<file path="config.mk">
export PLATFORM = sky130hd
export DESIGN_NAME = board_move_ctrl
export DESIGN_NICKNAME = d
export VERILOG_FILES = /design/src/rtl/board_pkg.sv /design/src/rtl/board_move_ctrl_btn_edge.sv /design/src/rtl/board_move_ctrl.sv
export SDC_FILE = /design/constraint.sdc
export NUM_CORES = 1
export LEC_CHECK = 0
export ABC_AREA = 1
export CAP_MARGIN = 10
export CORE_MARGIN = 3
export CORE_UTILIZATION = 45
export CTS_CLUSTER_DIAMETER = 60
export DETAILED_ROUTE_END_ITERATION = 8
export SLEW_MARGIN = 0
export SYNTH_ARGS = -nofsm -noshare
export SYNTH_HDL_FRONTEND = slang
export SYNTH_SLANG_ARGS = --single-unit
</file>
<file path="constraint.sdc">
create_clock -name clk -period 17.2 [get_ports clk]
set_clock_uncertainty 0.15 [all_clocks]
set_input_delay 4.3 -clock clk [delete_from_list [all_inputs] [get_ports clk]]
set_output_delay 4.3 -clock clk [all_outputs]
set_load 0.005 [all_outputs]
</file>
<file path="src/rtl/board_pkg.sv">
// rtl/board_pkg.sv - piece encoding, colours, FSM states and chess start position
package board_pkg;

  typedef enum logic [2:0] {
    NONE   = 3'd0,
    PAWN   = 3'd1,
    KNIGHT = 3'd2,
    BISHOP = 3'd3,
    ROOK   = 3'd4,
    QUEEN  = 3'd5,
    KING   = 3'd6
  } piece_t;

  localparam logic WHITE = 1'b0;
  localparam logic BLACK = 1'b1;

  typedef enum logic [1:0] {
    S_IDLE   = 2'd0,
    S_HOLD   = 2'd1,
    S_CHECK  = 2'd2,
    S_COMMIT = 2'd3
  } state_t;

  // Square code is {type, colour, occupied}; rows 0-1 black, rows 6-7 white.
  function automatic logic [4:0] start_piece(input int row, input int col);
    piece_t t;
    logic   c;
    t = NONE;
    c = (row < 2) ? BLACK : WHITE;
    if (row == 1 || row == 6) begin
      t = PAWN;
    end else if (row == 0 || row == 7) begin
      case (col)
        0, 7:    t = ROOK;
        1, 6:    t = KNIGHT;
        2, 5:    t = BISHOP;
        3:       t = QUEEN;
        default: t = KING;
      endcase
    end
    return (t == NONE) ? 5'd0 : {t, c, 1'b1};
  endfunction

endpackage

</file>
<file path="src/rtl/board_move_ctrl_btn_edge.sv">
// rtl/board_move_ctrl_btn_edge.sv - rising-edge detect for a vector of synchronised buttons
module btn_edge #(
  parameter int W = 1
) (
  input  logic         clk,
  input  logic         reset,
  input  logic [W-1:0] level,
  output logic [W-1:0] rise
);

  logic [W-1:0] prev;

  always_ff @(posedge clk or posedge reset) begin
    if (reset) prev <= '0;
    else       prev <= level;
  end

  assign rise = level & ~prev;

endmodule

</file>
<file path="src/rtl/board_move_ctrl.sv">
// rtl/board_move_ctrl.sv - chess board cursor/select/place controller with external legality checker
// Optional macro BOARD_UNDO_EN adds a btn_undo input and a one-level undo record.
module board_move_ctrl
  import board_pkg::*;
#(
  parameter int ROWS        = 8,
  parameter int COLS        = 8,
  parameter int PIECE_W     = 5,
  parameter int CHK_TIMEOUT = 16,
  localparam int RW = $clog2(ROWS),
  localparam int CW = $clog2(COLS)
) (
  input  logic               clk,
  input  logic               reset,
  input  logic               rowChange,
  input  logic               columnChange,
  input  logic               UP,
  input  logic               select,
  input  logic               place,
  input  logic               chk_ack,
  input  logic               chk_legal,
  input  logic [RW-1:0]      rd_row,
  input  logic [CW-1:0]      rd_col,
  output logic [PIECE_W-1:0] rd_piece,
  output logic [RW-1:0]      cur_row,
  output logic [CW-1:0]      cur_col,
  output logic               sel_valid,
  output logic [RW-1:0]      sel_row,
  output logic [CW-1:0]      sel_col,
  output logic               turn,
  output logic               chk_req,
  output logic [RW-1:0]      chk_src_row,
  output logic [CW-1:0]      chk_src_col,
  output logic [RW-1:0]      chk_dst_row,
  output logic [CW-1:0]      chk_dst_col,
  output logic [PIECE_W-1:0] chk_piece,
  output logic               move_done,
  output logic               move_err
`ifdef BOARD_UNDO_EN
  ,
  input  logic               btn_undo
`endif
);

  localparam int TW = $clog2(CHK_TIMEOUT + 1);
  localparam bit START_EN = (ROWS == 8) && (COLS == 8) && (PIECE_W >= 5);
  localparam logic [RW:0] ROWS_L = (RW + 1)'(ROWS);
  localparam logic [CW:0] COLS_L = (CW + 1)'(COLS);

`ifdef BOARD_UNDO_EN
  localparam int NB = 5;
`else
  localparam int NB = 4;
`endif

  state_t             state;
  logic [PIECE_W-1:0] board [ROWS][COLS];
  logic [PIECE_W-1:0] sel_piece;
  logic [TW-1:0]      tmr;

  logic [NB-1:0] btn_level, btn_rise;
  logic          row_rise, col_rise, sel_rise, place_rise;

`ifdef BOARD_UNDO_EN
  assign btn_level = {btn_undo, place, select, columnChange, rowChange};
`else
  assign btn_level = {place, select, columnChange, rowChange};
`endif

  btn_edge #(.W(NB)) u_btn_edge (
    .clk   (clk),
    .reset (reset),
    .level (btn_level),
    .rise  (btn_rise)
  );

  assign row_rise   = btn_rise[0];
  assign col_rise   = btn_rise[1];
  assign sel_rise   = btn_rise[2];
  assign place_rise = btn_rise[3];

  logic [RW-1:0]      row_inc, row_dec;
  logic [CW-1:0]      col_inc, col_dec;
  logic [PIECE_W-1:0] cur_piece;
  logic               own_piece, on_held;

  assign row_inc = (cur_row == RW'(ROWS - 1)) ? '0 : cur_row + 1'b1;
  assign row_dec = (cur_row == '0) ? RW'(ROWS - 1) : cur_row - 1'b1;
  assign col_inc = (cur_col == CW'(COLS - 1)) ? '0 : cur_col + 1'b1;
  assign col_dec = (cur_col == '0) ? CW'(COLS - 1) : cur_col - 1'b1;

  // Decisions always use the pre-step cursor, so a same-cycle step cannot retarget an action.
  assign cur_piece = board[cur_row][cur_col];
  assign own_piece = cur_piece[0] && (cur_piece[1] == turn);
  assign on_held   = (cur_row == sel_row) && (cur_col == sel_col);

  assign chk_src_row = sel_row;
  assign chk_src_col = sel_col;
  assign chk_piece   = sel_piece;

`ifdef BOARD_UNDO_EN
  logic               undo_rise, undo_fire, rec_valid;
  logic [RW-1:0]      rec_src_row, rec_dst_row;
  logic [CW-1:0]      rec_src_col, rec_dst_col;
  logic [PIECE_W-1:0] rec_moved, rec_cap, dst_piece;

  assign undo_rise = btn_rise[NB-1];
  assign undo_fire = (state == S_IDLE) && undo_rise && !place_rise && !sel_rise && rec_valid;
  assign dst_piece = board[chk_dst_row][chk_dst_col];
`endif

  always_ff @(posedge clk or posedge reset) begin
    if (reset) begin
      state       <= S_IDLE;
      cur_row     <= '0;
      cur_col     <= '0;
      sel_valid   <= 1'b0;
      sel_row     <= '0;
      sel_col     <= '0;
      sel_piece   <= '0;
      turn        <= WHITE;
      chk_req     <= 1'b0;
      chk_dst_row <= '0;
      chk_dst_col <= '0;
      move_done   <= 1'b0;
      move_err    <= 1'b0;
      tmr         <= '0;
`ifdef BOARD_UNDO_EN
      rec_valid   <= 1'b0;
      rec_src_row <= '0;
      rec_src_col <= '0;
      rec_dst_row <= '0;
      rec_dst_col <= '0;
      rec_moved   <= '0;
      rec_cap     <= '0;
`endif
    end else begin
      move_done <= 1'b0;
      move_err  <= 1'b0;
      if (row_rise) cur_row <= UP ? row_inc : row_dec;
      if (col_rise) cur_col <= UP ? col_inc : col_dec;

      case (state)
        S_IDLE: begin
          if (place_rise) begin
            move_err <= 1'b1;
          end else if (sel_rise) begin
            if (own_piece) begin
              sel_row   <= cur_row;
              sel_col   <= cur_col;
              sel_piece <= cur_piece;
              sel_valid <= 1'b1;
              state     <= S_HOLD;
            end else begin
              move_err <= 1'b1;
            end
          end
`ifdef BOARD_UNDO_EN
          else if (undo_rise) begin
            if (rec_valid) begin
              turn      <= ~turn;
              rec_valid <= 1'b0;
              move_done <= 1'b1;
            end else begin
              move_err <= 1'b1;
            end
          end
`endif
        end

        S_HOLD: begin
          if (place_rise) begin
            if (on_held || own_piece) begin
              move_err <= 1'b1;
            end else begin
              chk_dst_row <= cur_row;
              chk_dst_col <= cur_col;
              chk_req     <= 1'b1;
              tmr         <= '0;
              state       <= S_CHECK;
            end
          end else if (sel_rise) begin
            if (on_held) begin
              sel_valid <= 1'b0;
              state     <= S_IDLE;
            end else if (own_piece) begin
              sel_row   <= cur_row;
              sel_col   <= cur_col;
              sel_piece <= cur_piece;
            end else begin
              move_err <= 1'b1;
            end
          end
`ifdef BOARD_UNDO_EN
          else if (undo_rise) begin
            move_err <= 1'b1;
          end
`endif
        end

        S_CHECK: begin
          if (chk_ack) begin
            chk_req <= 1'b0;
            tmr     <= '0;
            if (chk_legal) begin
              state <= S_COMMIT;
            end else begin
              move_err <= 1'b1;
              state    <= S_HOLD;
            end
          end else if (tmr == TW'(CHK_TIMEOUT - 1)) begin
            chk_req  <= 1'b0;
            tmr      <= '0;
            move_err <= 1'b1;
            state    <= S_HOLD;
          end else begin
            tmr <= tmr + 1'b1;
          end
        end

        S_COMMIT: begin
          turn      <= ~turn;
          move_done <= 1'b1;
          sel_valid <= 1'b0;
          state     <= S_IDLE;
`ifdef BOARD_UNDO_EN
          rec_valid   <= 1'b1;
          rec_src_row <= sel_row;
          rec_src_col <= sel_col;
          rec_dst_row <= chk_dst_row;
          rec_dst_col <= chk_dst_col;
          rec_moved   <= sel_piece;
          rec_cap     <= dst_piece;
`endif
        end

        default: state <= S_IDLE;
      endcase
    end
  end

  // Two-square write port: port a lands the moving piece, port b rewrites the origin.
  logic               wr_en;
  logic [RW-1:0]      wa_row, wb_row;
  logic [CW-1:0]      wa_col, wb_col;
  logic [PIECE_W-1:0] wa_data, wb_data;

  always_comb begin
    wr_en   = 1'b0;
    wa_row  = chk_dst_row;
    wa_col  = chk_dst_col;
    wa_data = sel_piece;
    wb_row  = sel_row;
    wb_col  = sel_col;
    wb_data = '0;
    if (state == S_COMMIT) begin
      wr_en = 1'b1;
    end
`ifdef BOARD_UNDO_EN
    else if (undo_fire) begin
      wr_en   = 1'b1;
      wa_row  = rec_dst_row;
      wa_col  = rec_dst_col;
      wa_data = rec_cap;
      wb_row  = rec_src_row;
      wb_col  = rec_src_col;
      wb_data = rec_moved;
    end
`endif
  end

  always_ff @(posedge clk or posedge reset) begin
    if (reset) begin
      for (int r = 0; r < ROWS; r++)
        for (int c = 0; c < COLS; c++)
          board[r][c] <= START_EN ? PIECE_W'(start_piece(r, c)) : '0;
    end else if (wr_en) begin
      board[wa_row][wa_col] <= wa_data;
      board[wb_row][wb_col] <= wb_data;
    end
  end

  logic rd_in_range;
  assign rd_in_range = ({1'b0, rd_row} < ROWS_L) && ({1'b0, rd_col} < COLS_L);

  // Forward same-cycle writes so the read port shows a commit the very next cycle.
  always_ff @(posedge clk or posedge reset) begin
    if (reset)                                              rd_piece <= '0;
    else if (!rd_in_range)                                  rd_piece <= '0;
    else if (wr_en && rd_row == wa_row && rd_col == wa_col) rd_piece <= wa_data;
    else if (wr_en && rd_row == wb_row && rd_col == wb_col) rd_piece <= wb_data;
    else                                                    rd_piece <= board[rd_row][rd_col];
  end

endmodule

</file>
After elaboration in Yosys (flattened, before gate mapping). Index checks and enable logic that the tools add are counted.

Memories: 0. Latch bits: 0. Bits in registers: 364. Output and inout bits: 39. Memory bits (writable): 0. Word-level logic and storage cells: 250. Memory bits (read-only): 0.

Multiply operators: 0. Multiplexer cells: 90. Eq/ne operators: 26. Bitwise operators: 14. Magnitude comparators: 12. Shift operators: 0. Div/mod/pow operators: 0. Add/sub/neg operators: 5. Reduce and logical (&&, ||, !) cells: 23.

Operator list (count): AND 320 bit (1); bitwise mux 320 bit (1); inverter 320 bit (1); binary-select mux 40 bit (select 3 bit) (2); demux 40 bit (select 3 bit) (2); 2-to-1 mux 40 bit (6); 2-to-1 mux 5 bit (18); 2-to-1 mux 3 bit (18); >= comparator 4 bit, second input constant (8); inverter 3 -> 4 bit (8); binary-select mux 5 bit (select 3 bit) (2); demux 5 bit (select 3 bit) (2); 2-to-1 mux 1 bit (21); 2-to-1 mux 2 bit (10); case mux 5 bit (2 select lines) (2); == test 3 bit (6); inequality test 2 bit, second input constant (9); < comparator 4 x 1 -> 1 bit, second input constant (4); AND reduction 7 bit (2); inequality test 3 bit, second input constant (4); case mux 3 bit (2 select lines) (2); logical AND 1 bit (10); case mux 2 bit (4 select lines) (1); adder 3 x 1 -> 3 bit, second input constant (2); other kinds (20) (28).

Logic depth before layout (Yosys ltp). Gate-level depths: netlist (run 1).

Depth after elaboration: 14. Depth in mapped cells: 18. Mapped depth without buffers: 16.

Modules after synthesis. From an unflattened synthesis (run 1), not the netlist that was laid out.

Cell total of the unflattened synthesis: 2760. Area total of the unflattened synthesis: 21219.1 µm².

By module, submodules not included: board_move_ctrl (instances 1, area an instance 21075.2 µm², cells an instance 2747); btn_edge (instances 1, area an instance 143.9 µm², cells an instance 13).

Worst setup path after synthesis (run 1). OpenSTA, ideal clock, no wires.

Kind: input to register. Start point: input port rd_row[0]. End point: register rd_piece[1]. Stages on the path: 9. Data required time: 16.913 ns. Setup slack: 11.217 ns. Data arrival time: 5.697 ns. Cells stage by stage: clkinv_1 -> clkbuf_1 -> clkbuf_1 -> o22ai_1 -> a221oi_1 -> o2111ai_1 -> o21a_1 -> nand2_1 -> o21ai_0.

Longest elaborated chain between the ends: 9. Elaborated cells between the ends (all ways): 15.

Ends and longest elaborated chain: start, declared (line board_move_ctrl.sv:22) `input logic [RW-1:0] rd_row,`; inverter 3 -> 4 bit (not written as such) (line board_move_ctrl.sv:292) `else rd_piece <= board[rd_row][rd_col];`; binary-select mux 40 bit (select 3 bit) (line board_move_ctrl.sv:292); 2-to-1 mux 40 bit (not written as such) (2 in series) (line board_move_ctrl.sv:292); binary-select mux 5 bit (select 3 bit) (line board_move_ctrl.sv:292); 2-to-1 mux 5 bit (not written as such) (2 in series) (line board_move_ctrl.sv:292); 2-to-1 mux 5 bit (line board_move_ctrl.sv:291) `else if (wr_en && rd_row == wb_row && rd_col == wb_col) rd_piece <= wb_data;`; 2-to-1 mux 5 bit * (line board_move_ctrl.sv:290) `else if (wr_en && rd_row == wa_row && rd_col == wa_col) rd_piece <= wa_data;`; end signal, assigned (line board_move_ctrl.sv:290); end signal, assigned (line board_move_ctrl.sv:291); end signal, assigned (line board_move_ctrl.sv:292); end, declared (line board_move_ctrl.sv:24) `output logic [PIECE_W-1:0] rd_piece,`.

Every way passes the cells marked *; elsewhere a longest branch is shown, timed or not. The select of a mux whose other input is x is not followed. A chain may end at the register's enable or synchronous reset.

==> impl_metrics.env, run 1 <==
export IMPL_drtPass1Iterations=6
export IMPL_cts_setup_buffers=0
export IMPL_clkSlewWorstSetupHoldPaths_ns=0.06
export IMPL_tritoncts="built"
export IMPL_max_clock_freq_ghz=0.132
export IMPL_worst_slew_pin_slew_ns=1.21
export IMPL_die_height_um=224
export IMPL_clock_root_buffer="clkbuf_16"
export IMPL_clkLatencyLatePin_ns=0.58
export IMPL_dieWidth_um=224
export IMPL_drv_cap=0
export IMPL_cts_sink_count=364
export IMPL_startpoint_type="primary input"
export IMPL_grt_pass1_vias=20100
export IMPL_post_synthesis_share_of_cell_area_spent_on_and_or_nand_and_nor_gates=0.208
export IMPL_antenna_found_initial=3
export IMPL_fin_setup_tns_ns=0
export IMPL_layout_drive_gt1_share=0.0968
export IMPL_critical_path_arrival_ns=7.96
export IMPL_netlist_cell_type_count=45
export IMPL_initial_utilization=0.457
export IMPL_netlist_area_um2=21300
export IMPL_timing_final_ws_setup_ns=9.64
export IMPL_synthAdderAreaFrac=0.00528
export IMPL_cts_hold_buffers=0
export IMPL_detail_route_iter0_violations=2957
export IMPL_gp_routability_congestion=0.941
export IMPL_post_cts_sizing=0
export IMPL_max_vdd_ir_drop_mv=0.0753
export IMPL_crit_fanout=90
export IMPL_pin_count=54
export IMPL_detail_route_vias_per_cell=6.42
export IMPL_result_of_the_run="complete, no violations"
export IMPL_mostFrequentLayoutCells="nor2_1, o21ai_0, dfrtp_1"
export IMPL_synthesized_netlist_cell_count=2796
export IMPL_dp_worst_setup_slack_ns=8.89
export IMPL_postSynthRegisterBits=364
export IMPL_hold_slack_ns=0.323
export IMPL_post_drt_wl_per_cell_um=25.6
export IMPL_mostFrequentLayoutCell="nor2_1"
export IMPL_power_density_nw_per_um2=136
export IMPL_drc=0
export IMPL_worst_hold_path_type="reg2reg"
export IMPL_gr_ovfl_total=0
export IMPL_setup_violations_final=0
export IMPL_post_synth_mux_area_share=0.000939
export IMPL_leakage_power_uw=0.00940
export IMPL_io_buffer_count=53
export IMPL_synth_compound_area_share=0.275
export IMPL_synth_nets=2820
export IMPL_setup_repair_after_global_routing_missed_its_margin="false"
export IMPL_post_synthesis_sequential_area_ratio=0.432
export IMPL_htree_levels=2
export IMPL_route_antenna_remaining_nets=0
export IMPL_number_of_flops_mapped_to_enable_cells_by_yosys=0
export IMPL_combinational_family_with_the_most_area_after_synthesis="compound AO/OA/AOI/OAI gates"
export IMPL_design_core_area_um2=46700
export IMPL_vias_post_dr=21700
export IMPL_dieArea_um2=50000
export IMPL_timing_final_crit_share=0.440
export IMPL_timing_final_max_slew_violations=0
export IMPL_finalWorstPathRequiredPeriod_ns=7.56
export IMPL_clk_path_buf_depth=3
export IMPL_maximum_number_of_pins_on_one_net_before_global_route_repair=114
export IMPL_yosysWarningCount=0
export IMPL_grt_first_pass_wirelength_mm=130
export IMPL_numCtsBuffers=44
export IMPL_synth_area_per_cell_um2=7.63
export IMPL_criticalPathCategory="in2async"
export IMPL_final_hold_violation_count=0
export IMPL_cp_required_ns=17.60
export IMPL_finalWirelength_mm=86.5
export IMPL_layout_area_overhead_vs_synth_pct=10.5
export IMPL_synth_top_area_cell="dfrtp_1"
export IMPL_synth_xor_area_frac=0.00411
export IMPL_slew_headroom=0.192
export IMPL_timing_critical_path_to_type="async pin"
export IMPL_top_area_cell_type_share_of_the_netlist_area=0.324
export IMPL_detailed_place_hpwl_mm=55.5
export IMPL_finish_net_count=2758
export IMPL_grt_usage=0.340
export IMPL_fp_row_count=79
export IMPL_synth_top_cells_by_area="dfrtp_1, dfstp_2, nor2_1"
export IMPL_synth_main_ff_cell="dfrtp_1"
export IMPL_async_flop_share=1.00
[area by class of cell]
class | instances | area (um2)
tap | 607 | 759
multi-input combinational | 2055 | 10500
antenna | 4 | 10.0
clock buffer | 68 | 1340
timing repair buffer | 101 | 896
inverter | 168 | 646
sequential | 364 | 9230
clock inverter | 12 | 148
fill | 4514 | 23100
[state kept, by name, indices dropped and copies added, names as in the netlist, 2 cells and up]
name	flops
board	320
chk_piece	5
rd_piece	5
tmr	5
u_btn_edge.prev	4
chk_dst_col	3
chk_dst_row	3
chk_src_col	3
chk_src_row	3
cur_col	3
cur_row	3
state	2
[power by group]
group	internal, uW	switching (uW)
Clock	581	384
Sequential	916	114
Combinational	327	893
Total	1820	1390
[final timing paths]
check	start	endpoint	slack [ns]	depth (start not counted)
min in group asynchronous	reset	board[44]	4.01	2
hold reg to reg	board[65]	board[65]	0.32	2
setup / recovery	reset	rd_piece[2]	9.64	5
setup reg to reg	cur_row[0]	tmr[0]	12.46	14
max in group clk	rd_row[0]	rd_piece[0]	9.89	12
hold / removal	board[65]	board[65]	0.32	2
[per-layer routing]
| layer | vias up | track usage | part of all wire |
|---|---|---|---|
| li1 | 9801 | - | - |
| met1 | 10400 | 0.468 | 0.41 |
| met2 | 1256 | 0.494 | 0.42 |
| met3 | 269 | 0.0769 | 0.10 |
| met4 | 0 | 0.192 | 0.063 |
| met5 | - | 0 | 0 |
[synth_stat cells, types with 3 or more instances]
cell type	instances
buf_6	8
nor3_1	38
buf_4	11
ha_1	9
o21ai_0	292
o21ai_1	18
a211oi_1	262
buf_2	36
o22ai_1	162
a21oi_1	148
o21ai_2	7
clkinv_1	23
nor3_2	9
xnor2_1	4
buf_1	9
o221ai_1	25
inv_2	13
xor2_1	6
nand4_1	5
nor2_2	10
nand3_1	149
nand2_1	271
dfstp_2	88
nor2_1	581
nor4_1	11
o211ai_1	15
a221oi_1	3
o31ai_1	12
dfrtp_1	276
clkbuf_1	144
inv_1	131
[critical path, stage by stage]
cell	delay [ns]
clkdlybuf4s50_1	0.49
inv_8	0.43
buf_4	0.76
buf_4	0.85
buf_4	0.94
[stage by stage]
stage | utilization | instance area, um2 | std cells | power [uW]
2_1_floorplan | - | 21300 | 2796 | 1720
3_3_place_gp | 0.473 | 22100 | 3294 | 2200
3_5_place_dp | 0.473 | 22100 | 3294 | 2220
4_1_cts | 0.505 | 23500 | 3374 | 3180
5_1_grt | 0.505 | 23600 | 3376 | 3330
6_report | 0.505 | 23600 | 3379 | 3220
[kinds of logic after synthesis]
kind of cell,count (synthesis)
XOR/XNOR,10
flip-flops,364
AND/OR/NAND/NOR,1079
multiplexers,2
buffers and inverters,377
adder cells (fa/ha/maj),9
AO/OA/AOI/OAI,955
No activity file was read; power rests on OpenSTA's default activity.
==> inputs of run 2 (changes only) <==
==> constraint.sdc (replaced) <==
create_clock -name clk -period 6.25 [get_ports clk]
set_clock_uncertainty 0.15 [all_clocks]
set_input_delay 1.5625 -clock clk [delete_from_list [all_inputs] [get_ports clk]]
set_output_delay 1.5625 -clock clk [all_outputs]
set_load 0.005 [all_outputs]
==> impl_metrics.env, run 2 (synthesized netlist as in run 1, its figures left out) <==
export IMPL_result_of_the_run="complete, no violations"
export IMPL_internal_power_uw=5200
export IMPL_grt_pass1_vias=20500
export IMPL_timing_final_crit_share=0.728
export IMPL_slew_headroom=0.0602
export IMPL_mostFrequentLayoutCell="nor2_1"
export IMPL_grt_use_met3=0.0794
export IMPL_cts_hold_buffers=0
export IMPL_initial_utilization=0.457
export IMPL_fin_cells=3381
export IMPL_layout_drive_gt1_share=0.0978
export IMPL_clk_path_buf_depth=3
export IMPL_route_antenna_remaining_nets=0
export IMPL_tritoncts="built"
export IMPL_gr_usage_met2=0.508
export IMPL_clock_share_of_power=0.316
export IMPL_worst_hold_path_type="reg2reg"
export IMPL_setup_repair_after_global_routing_missed_its_margin="false"
export IMPL_post_layout_total_power_uw=9080
export IMPL_gr_ovfl_total=0
export IMPL_worst_slew_pin_slew_ns=1.40
export IMPL_grt_first_pass_wirelength_mm=131
export IMPL_finalWirelength_mm=87.0
export IMPL_dieArea_um2=50000
export IMPL_power_density_nw_per_um2=382
export IMPL_clkSlewWorstSetupHoldPaths_ns=0.06
export IMPL_largest_register="board"
export IMPL_timing_final_max_slew_violations=0
export IMPL_crit_fanout=88
export IMPL_vias_post_dr=21800
export IMPL_gr_usage_met1=0.458
export IMPL_fin_util=0.509
export IMPL_numCtsBuffers=46
export IMPL_drtPass1Iterations=6
export IMPL_design_core_area_um2=46700
export IMPL_drc=0
export IMPL_cp_required_ns=4.54
export IMPL_netSwitchingPower_uw=3870
export IMPL_post_placement_cell_area_um2=22100
export IMPL_final_hold_violation_count=0
export IMPL_gp_routability_congestion=0.964
export IMPL_max_clock_freq_ghz=0.220
export IMPL_maximum_number_of_pins_on_one_net_before_global_route_repair=123
export IMPL_fp_row_count=79
export IMPL_cts_setup_buffers=0
export IMPL_largest_register_ffs=320
export IMPL_antenna_found_initial=4
export IMPL_criticalPathCategory="reg2out"
export IMPL_clock_root_buffer="clkbuf_16"
export IMPL_finalWorstPathRequiredPeriod_ns=4.55
export IMPL_detailed_place_hpwl_mm=55.8
export IMPL_post_cts_sizing=0
export IMPL_finish_net_count=2761
export IMPL_cts_sink_count=364
export IMPL_setup_violations_final=0
export IMPL_post_drt_wl_per_cell_um=25.7
export IMPL_power_switching_share=0.427
export IMPL_leakage_power_uw=0.00946
export IMPL_dieWidth_um=224
export IMPL_die_height_um=224
export IMPL_power_frac_seq=0.311
export IMPL_clkLatencyLatePin_ns=0.58
export IMPL_pin_count=54
export IMPL_grt_usage=0.341
export IMPL_numPlacedInstances=3293
export IMPL_mostFrequentLayoutCells="nor2_1, o21ai_0, dfrtp_1"
export IMPL_detail_route_vias_per_cell=6.46
export IMPL_rrSetupSlack_ns=2.00
export IMPL_grt_busiest_layer="met2"
export IMPL_stdcell_area_um2=23700
export IMPL_max_vdd_ir_drop_mv=0.217
export IMPL_startpoint_type="flip-flop"
export IMPL_critical_path_arrival_ns=2.84
export IMPL_htree_levels=2
export IMPL_detail_route_iter0_violations=3161
export IMPL_io_buffer_count=53
export IMPL_layout_area_overhead_vs_synth_pct=11.3
export IMPL_drv_cap=0
export IMPL_power_frac_comb=0.373
export IMPL_timing_critical_path_to_type="output pin"
==> run 2: cell count changes in the layout (fill, tap and decap cells not counted), sizes merged <==
cell	before	now
clkbuf	68	62
bufinv	3	8
clkinvlp	2	4
diode	4	2
inv	147	149
buf	50	51
==> run 2: layout make-up <==
class,instances,area (um2)
fill,4468,22900
multi-input combinational,2055,10500
sequential,364,9230
clock buffer,62,1280
timing repair buffer,102,952
tap,607,759
inverter,168,641
clock inverter,21,330
antenna,2,5.00
==> run 2: final timing paths <==
| path | cells past startpoint | endpoint | start |
|---|---|---|---|
| setup / recovery | 2 | cur_row[0] | cur_row[0] |
| hold reg to reg | 2 | board[55] | board[55] |
| setup reg to reg | 13 | tmr[0] | cur_row[1] |
| min in group asynchronous | 2 | board[1] | reset |
| max in group asynchronous | 3 | board[156] | reset |
| hold / removal | 2 | board[55] | board[55] |
==> run 2: worst max-delay path, cell delays in order (launching register included) <==
cell             delay, ns
dfrtp_4               0.73
buf_4                 0.84
clkdlybuf4s50_1       0.66
==> run 2: stage by stage <==
stage          hold WS [ns]  setup slack (ns)  setup TNS, ns
6_report              0.323              1.70              0
5_1_grt               0.345              1.64              0
4_1_cts               0.321              1.76              0
3_5_place_dp          0.312              1.85              0
3_3_place_gp          0.313              1.82              0
2_1_floorplan         0.297            -0.273         -75.32
==> run 2: metal layers <==
| layer | vias up | wire [um] | part of all wire |
|---|---|---|---|
| met5 | - | 27 | 0.00031 |
| met2 | 1323 | 37300 | 0.43 |
| met4 | 4 | 5560 | 0.064 |
| met1 | 10400 | 35100 | 0.40 |
| met3 | 319 | 9030 | 0.10 |
| li1 | 9783 | - | - |
==> run 2: power groups by stage <==
stage	registers (uW)	logic [uW]	clock network, uW
floorplan	2670	2060	0
global placement	2840	3220	0
detailed placement	2840	3250	0
CTS	2800	3260	2900
global route	2830	3570	2990
finish	2820	3390	2870
==> patch 1 (config.mk and constraints of run 2) <==
Encoding of `state_t`: now one-hot (4 bits for 4 states).
--- a/src/rtl/board_pkg.sv
+++ b/src/rtl/board_pkg.sv
@@ -14,11 +14,11 @@
   localparam logic WHITE = 1'b0;
   localparam logic BLACK = 1'b1;
 
-  typedef enum logic [1:0] {
-    S_IDLE   = 2'd0,
-    S_HOLD   = 2'd1,
-    S_CHECK  = 2'd2,
-    S_COMMIT = 2'd3
+  typedef enum logic [3:0] {
+    S_IDLE   = 4'b0001,
+    S_HOLD   = 4'b0010,
+    S_CHECK  = 4'b0100,
+    S_COMMIT = 4'b1000
   } state_t;
 
   // Square code is {type, colour, occupied}; rows 0-1 black, rows 6-7 white.
Behaviour: same outputs for any inputs over 4 cycles, from zero or initial values and one cycle with reset high; so few cycles prove little.
==> patch 1 against run 2 <==
- clock power decreased by 2%
- routed wire length is 3.2% lower
- synthesized area is 1.6% higher
- setup slack better by 0.18 ns
- cell area up 1.1%
- sequential share of layout area fell by 0.19 points
- via count is 1.3% lower
- critical endpoint unchanged
- count of clock-buffer cells in the layout grew 8
- total power decreased by 3.3%
- register-to-register slack improved by 0.25 ns
- highest routed layer is now met4
- combinational power fell by 5%
- critical path type unchanged
- sequential cell count grew 2
==> patch 1: results (changes against run 2) <==
layout:
  drive_above_1_share_pct: 10.7  # was 9.78%
  finalNonFillerCells: 3398  # was 3,381
pwr:
  leakage_uw: 0.00953  # was 0.00946 µW
global_routing:
  use_met1_pct: 44.5  # was 45.8%
  met2_usage_pct: 49.5  # was 50.8%
  grt_start_max_net_pins: 167  # was 123
  antenna_found_initial: 0  # was 4
  first_global_vias: 19977  # was 20,522
  grt_use_total_pct: 32.7  # was 34.1%
  grt_pass1_wl_mm: 127  # was 131 mm
yosys:
  synth_mux_area_share_pct: 0  # was 0.0939%
  synth_area_leaders: "dfrtp_1 (32%), nor2_1 (12%), a211oi_1 (11%), dfstp_2 (11%), o21ai_0 (7.5%)"  # was dfrtp_1 (32%), dfstp_2 (11%), nor2_1 (10%), a211oi_1 (9.2%), o21ai_0 (6.9%)
  synth_commonest_cells: "nor2_1 (718), o21ai_0 (327), a211oi_1 (317)"  # was nor2_1 (581), o21ai_0 (292), dfrtp_1 (276)
  avgSynthCellArea_um2: 7.70  # was 7.63 µm²
  synth_cell_types: 44  # was 45
placed_design:
  hpwl_mm: 53.4  # was 55.8 mm
  globalplace.congestion: 0.947  # was 0.964
  place_ws_ns: 1.99  # was 1.85 ns
  dp.cells: 3313  # was 3,293
setup_path:
  slowest_delay_ns: 0.72  # was 0.84 ns
  cp.arrival_ns: 2.66  # was 2.84 ns
  worstPathMaxFanout: 63  # was 88
detailed_routing:
  wl_met1_mm: 34.5  # was 35.1 mm
  routed.top_layer: "met4"  # was met5
  met3_length_mm: 8.31  # was 9.03 mm
  drt_iter0_drc: 2600  # was 3,161
run_status:
  status: "finished, final reports clean"  # unchanged
floorplan:
  fp.dieArea_mm2: 0.0508  # was 0.0500 mm²
hold_path:
  min-delay-start: "chk_req"  # was board[55]
sta:
  layout_setup_ws_ns: 1.88  # was 1.70 ns
  worstMarginPinSlew_ns: 1.23  # was 1.40 ns
cts:
  numCtsBuffers: 45  # was 46
## patch 1: cell types whose count changed after synthesis, sizes merged, moves of 6 or more
cell	before	now
nor2	591	727
a21oi	148	13
inv	145	73
a211oi	262	317
nand2	271	309
o21ai	317	349
clkbuf	144	114
o22ai	162	136
buf	65	88
nor3	47	60
o31ai	12	0
xor2	6	12
## patch 1: kinds of logic (layout without fill, tap and decap cells)
family	Yosys count	count (layout)
AO/OA/AOI/OAI	857	857
XOR/XNOR	17	17
adder cells (fa/ha/maj)	9	9
buffers and inverters	295	270
flip-flops	366	366
other	0	1
AND/OR/NAND/NOR	1271	1271
## patch 1: final timing paths
path	endpoint	slack, ns	cells after the start
setup / recovery	cur_row[0]	1.88	2
hold / removal	chk_req	0.32	2
setup reg to reg	tmr[3]	2.25	17
hold reg to reg	chk_req	0.32	2
max in group asynchronous	board[213]	3.36	4
min in group asynchronous	board[230]	1.33	3
## patch 1: final cells by class
cell class | count | area share (%)
Antenna cell | 1 | 0.0104
Tap cell | 607 | 3.17
Timing Repair Buffer | 93 | 3.57
Sequential cell | 366 | 38.7
Clock buffer | 70 | 5.85
Multi-Input combinational cell | 2154 | 46.4
Inverter | 93 | 1.52
Clock inverter | 14 | 0.808
## patch 1: power by group
| part | switching [µW] | leakage, µW | internal [µW] | total, µW |
|---|---|---|---|---|
| sequential | 270 | 0.00473 | 2470 | 2740 |
| clock | 1090 | 0.000774 | 1710 | 2800 |
| combinational | 2400 | 0.00403 | 837 | 3230 |
| total | 3760 | 0.00953 | 5020 | 8780 |
## patch 1: worst max-delay path, delay by kind of cell (launching register included)
family | cells | cell delay, ns
buf+inv | 2 | 1.29
flops | 1 | 0.72
==> patch 2 (flow settings as in run 2) <==
Made on the original files. Set the parameter `COLS` to 4 (it was 8).
--- a/src/rtl/board_move_ctrl.sv
+++ b/src/rtl/board_move_ctrl.sv
@@ -4,7 +4,7 @@
   import board_pkg::*;
 #(
   parameter int ROWS        = 8,
-  parameter int COLS        = 8,
+  parameter int COLS        = 4,
   parameter int PIECE_W     = 5,
   parameter int CHK_TIMEOUT = 16,
   localparam int RW = $clog2(ROWS),
Interface: changed (5 resized); port bits go from 54 to 49. The function was not compared with the original's and may differ.
==> patch 2 against run 2 <==
- setup slack better by 0.82 ns
- routed wire length down 50%
- synthesized area fell by 45%
- total power is 40% lower
- cell area shrank 45%
- global-route usage down 3.4 points
- worst hold slack gained 0.0074 ns
- sequential cell count fell by 163
- synthesized cell count shrank 45%
==> patch 2: results (changes against run 2) <==
setup_path:
  cp_top_family: "flip-flops"  # was buffers and inverters
  crit_path_end: "cur_col[0]"  # was cur_row[0]
  cp.arrival_ns: 2.02  # was 2.84 ns
  slowest_stage: "dfrtp_1"  # was buf_4
  reg2reg_slack_ns: 2.71  # was 2.00 ns
  r2r_start: "cur_row[0]"  # was cur_row[1]
  r2r-end: "chk_piece[2]"  # was tmr[0]
sta:
  max-slew-margin-rel_pct: 7.70  # was 6.02%
cts:
  htree_levels: 1  # was 2
  numCtsBuffers: 27  # was 46
  clock_latency_ns: 0.54  # was 0.58 ns
run_status:
  status: "finished, final reports clean"  # unchanged
global_routing:
  grt_pass1_wl_mm: 67.9  # was 131 mm
  grt_use_total_pct: 30.7  # was 34.1%
pwr:
  leakage_uw: 0.00552  # was 0.00946 µW
  max-vdd-ir-drop_mv: 0.351  # was 0.217 mV
layout:
  antenna_cells: 0  # was 2
  fillers: 2493  # was 4,468
yosys:
  syn_nets: 1557  # was 2,820
  synth_area_leaders: "dfrtp_1 (43%), a211oi_1 (9.1%), nor2_1 (8.1%), o21ai_0 (7.1%), nand2_1 (5.8%)"  # was dfrtp_1 (32%), dfstp_2 (11%), nor2_1 (10%), a211oi_1 (9.2%), o21ai_0 (6.9%)
  synth-seq-area-share_pct: 42.8  # was 43.2%
  synth_commonest_cells: "nor2_1 (254), dfrtp_1 (201), nand2_1 (182)"  # was nor2_1 (581), o21ai_0 (292), dfrtp_1 (276)
detailed_routing:
  wl_per_cell_um: 23.3  # was 25.7 µm
  drt_iter0_drc: 1471  # was 3,161
  vias_per_cell: 6.20  # was 6.46
placed_design:
  place_ws_ns: 2.28  # was 1.85 ns
  globalplace.congestion: 0.951  # was 0.964
  hpwl_mm: 28.4  # was 55.8 mm
  portBuffers: 48  # was 53
hold_path:
  min-delay-start: "chk_req"  # was board[55]
[patch 2: changes by cell type in the layout (fill, tap and decap cells not counted), sizes merged, moves of 26 or more]
cell / before / now
nor3: 47 / 19
o21ai: 317 / 182
dfrtp: 276 / 201
inv: 149 / 107
a211oi: 262 / 143
a21oi: 148 / 92
nor2: 591 / 255
buf: 51 / 19
dfstp: 88 / 0
nand2: 271 / 183
clkbuf: 62 / 36
nand3: 150 / 121
o22ai: 162 / 20
[patch 2: cell families after synthesis]
family	after synthesis	share of synthesized area [%]
DFF	201	42.8
and+or+nand+nor	597	21.6
AOI/OAI and AO/OA	491	25.7
buffers and inverters	229	8.31
adders and majority gates	7	0.746
xor gates and xnor gates	9	0.671
muxes	2	0.170
[patch 2: layout make-up]
class                      instances  area, µm²  area share (%)
clock inverter                    10        144            1.09
clock buffer                      36        739            5.62
timing repair buffer              65        626            4.75
tap                              330        413            3.14
sequential                       201       5030            38.2
inverter                         125        473            3.59
multi-input combinational       1106       5740            43.6
[patch 2: metal layers]
layer | GRT usage (%) | up-vias | wire, µm
met5 | 0 | - | 13
li1 | - | 5341 | -
met3 | 5.71 | 147 | 4240
met1 | 43.3 | 5433 | 18200
met4 | 11.6 | 2 | 2060
met2 | 47.1 | 684 | 19200
[patch 2: report_power, final]
| part | leakage [µW] | switching, µW | internal, µW |
|---|---|---|---|
| combinational | 0.00237 | 1430 | 624 |
| sequential | 0.00273 | 316 | 1480 |
| clock | 0.000427 | 606 | 952 |
[patch 2: stage by stage]
step	instance area, µm²	hold WS (ns)	cells	util, %
after floorplan	11700	0.314	1536	-
after global placement	12300	0.311	1827	48.4
after detailed placement	12300	0.317	1827	48.4
after CTS	13200	0.334	1873	51.8
after global routing	13200	0.367	1873	51.8
final	13200	0.330	1873	51.8
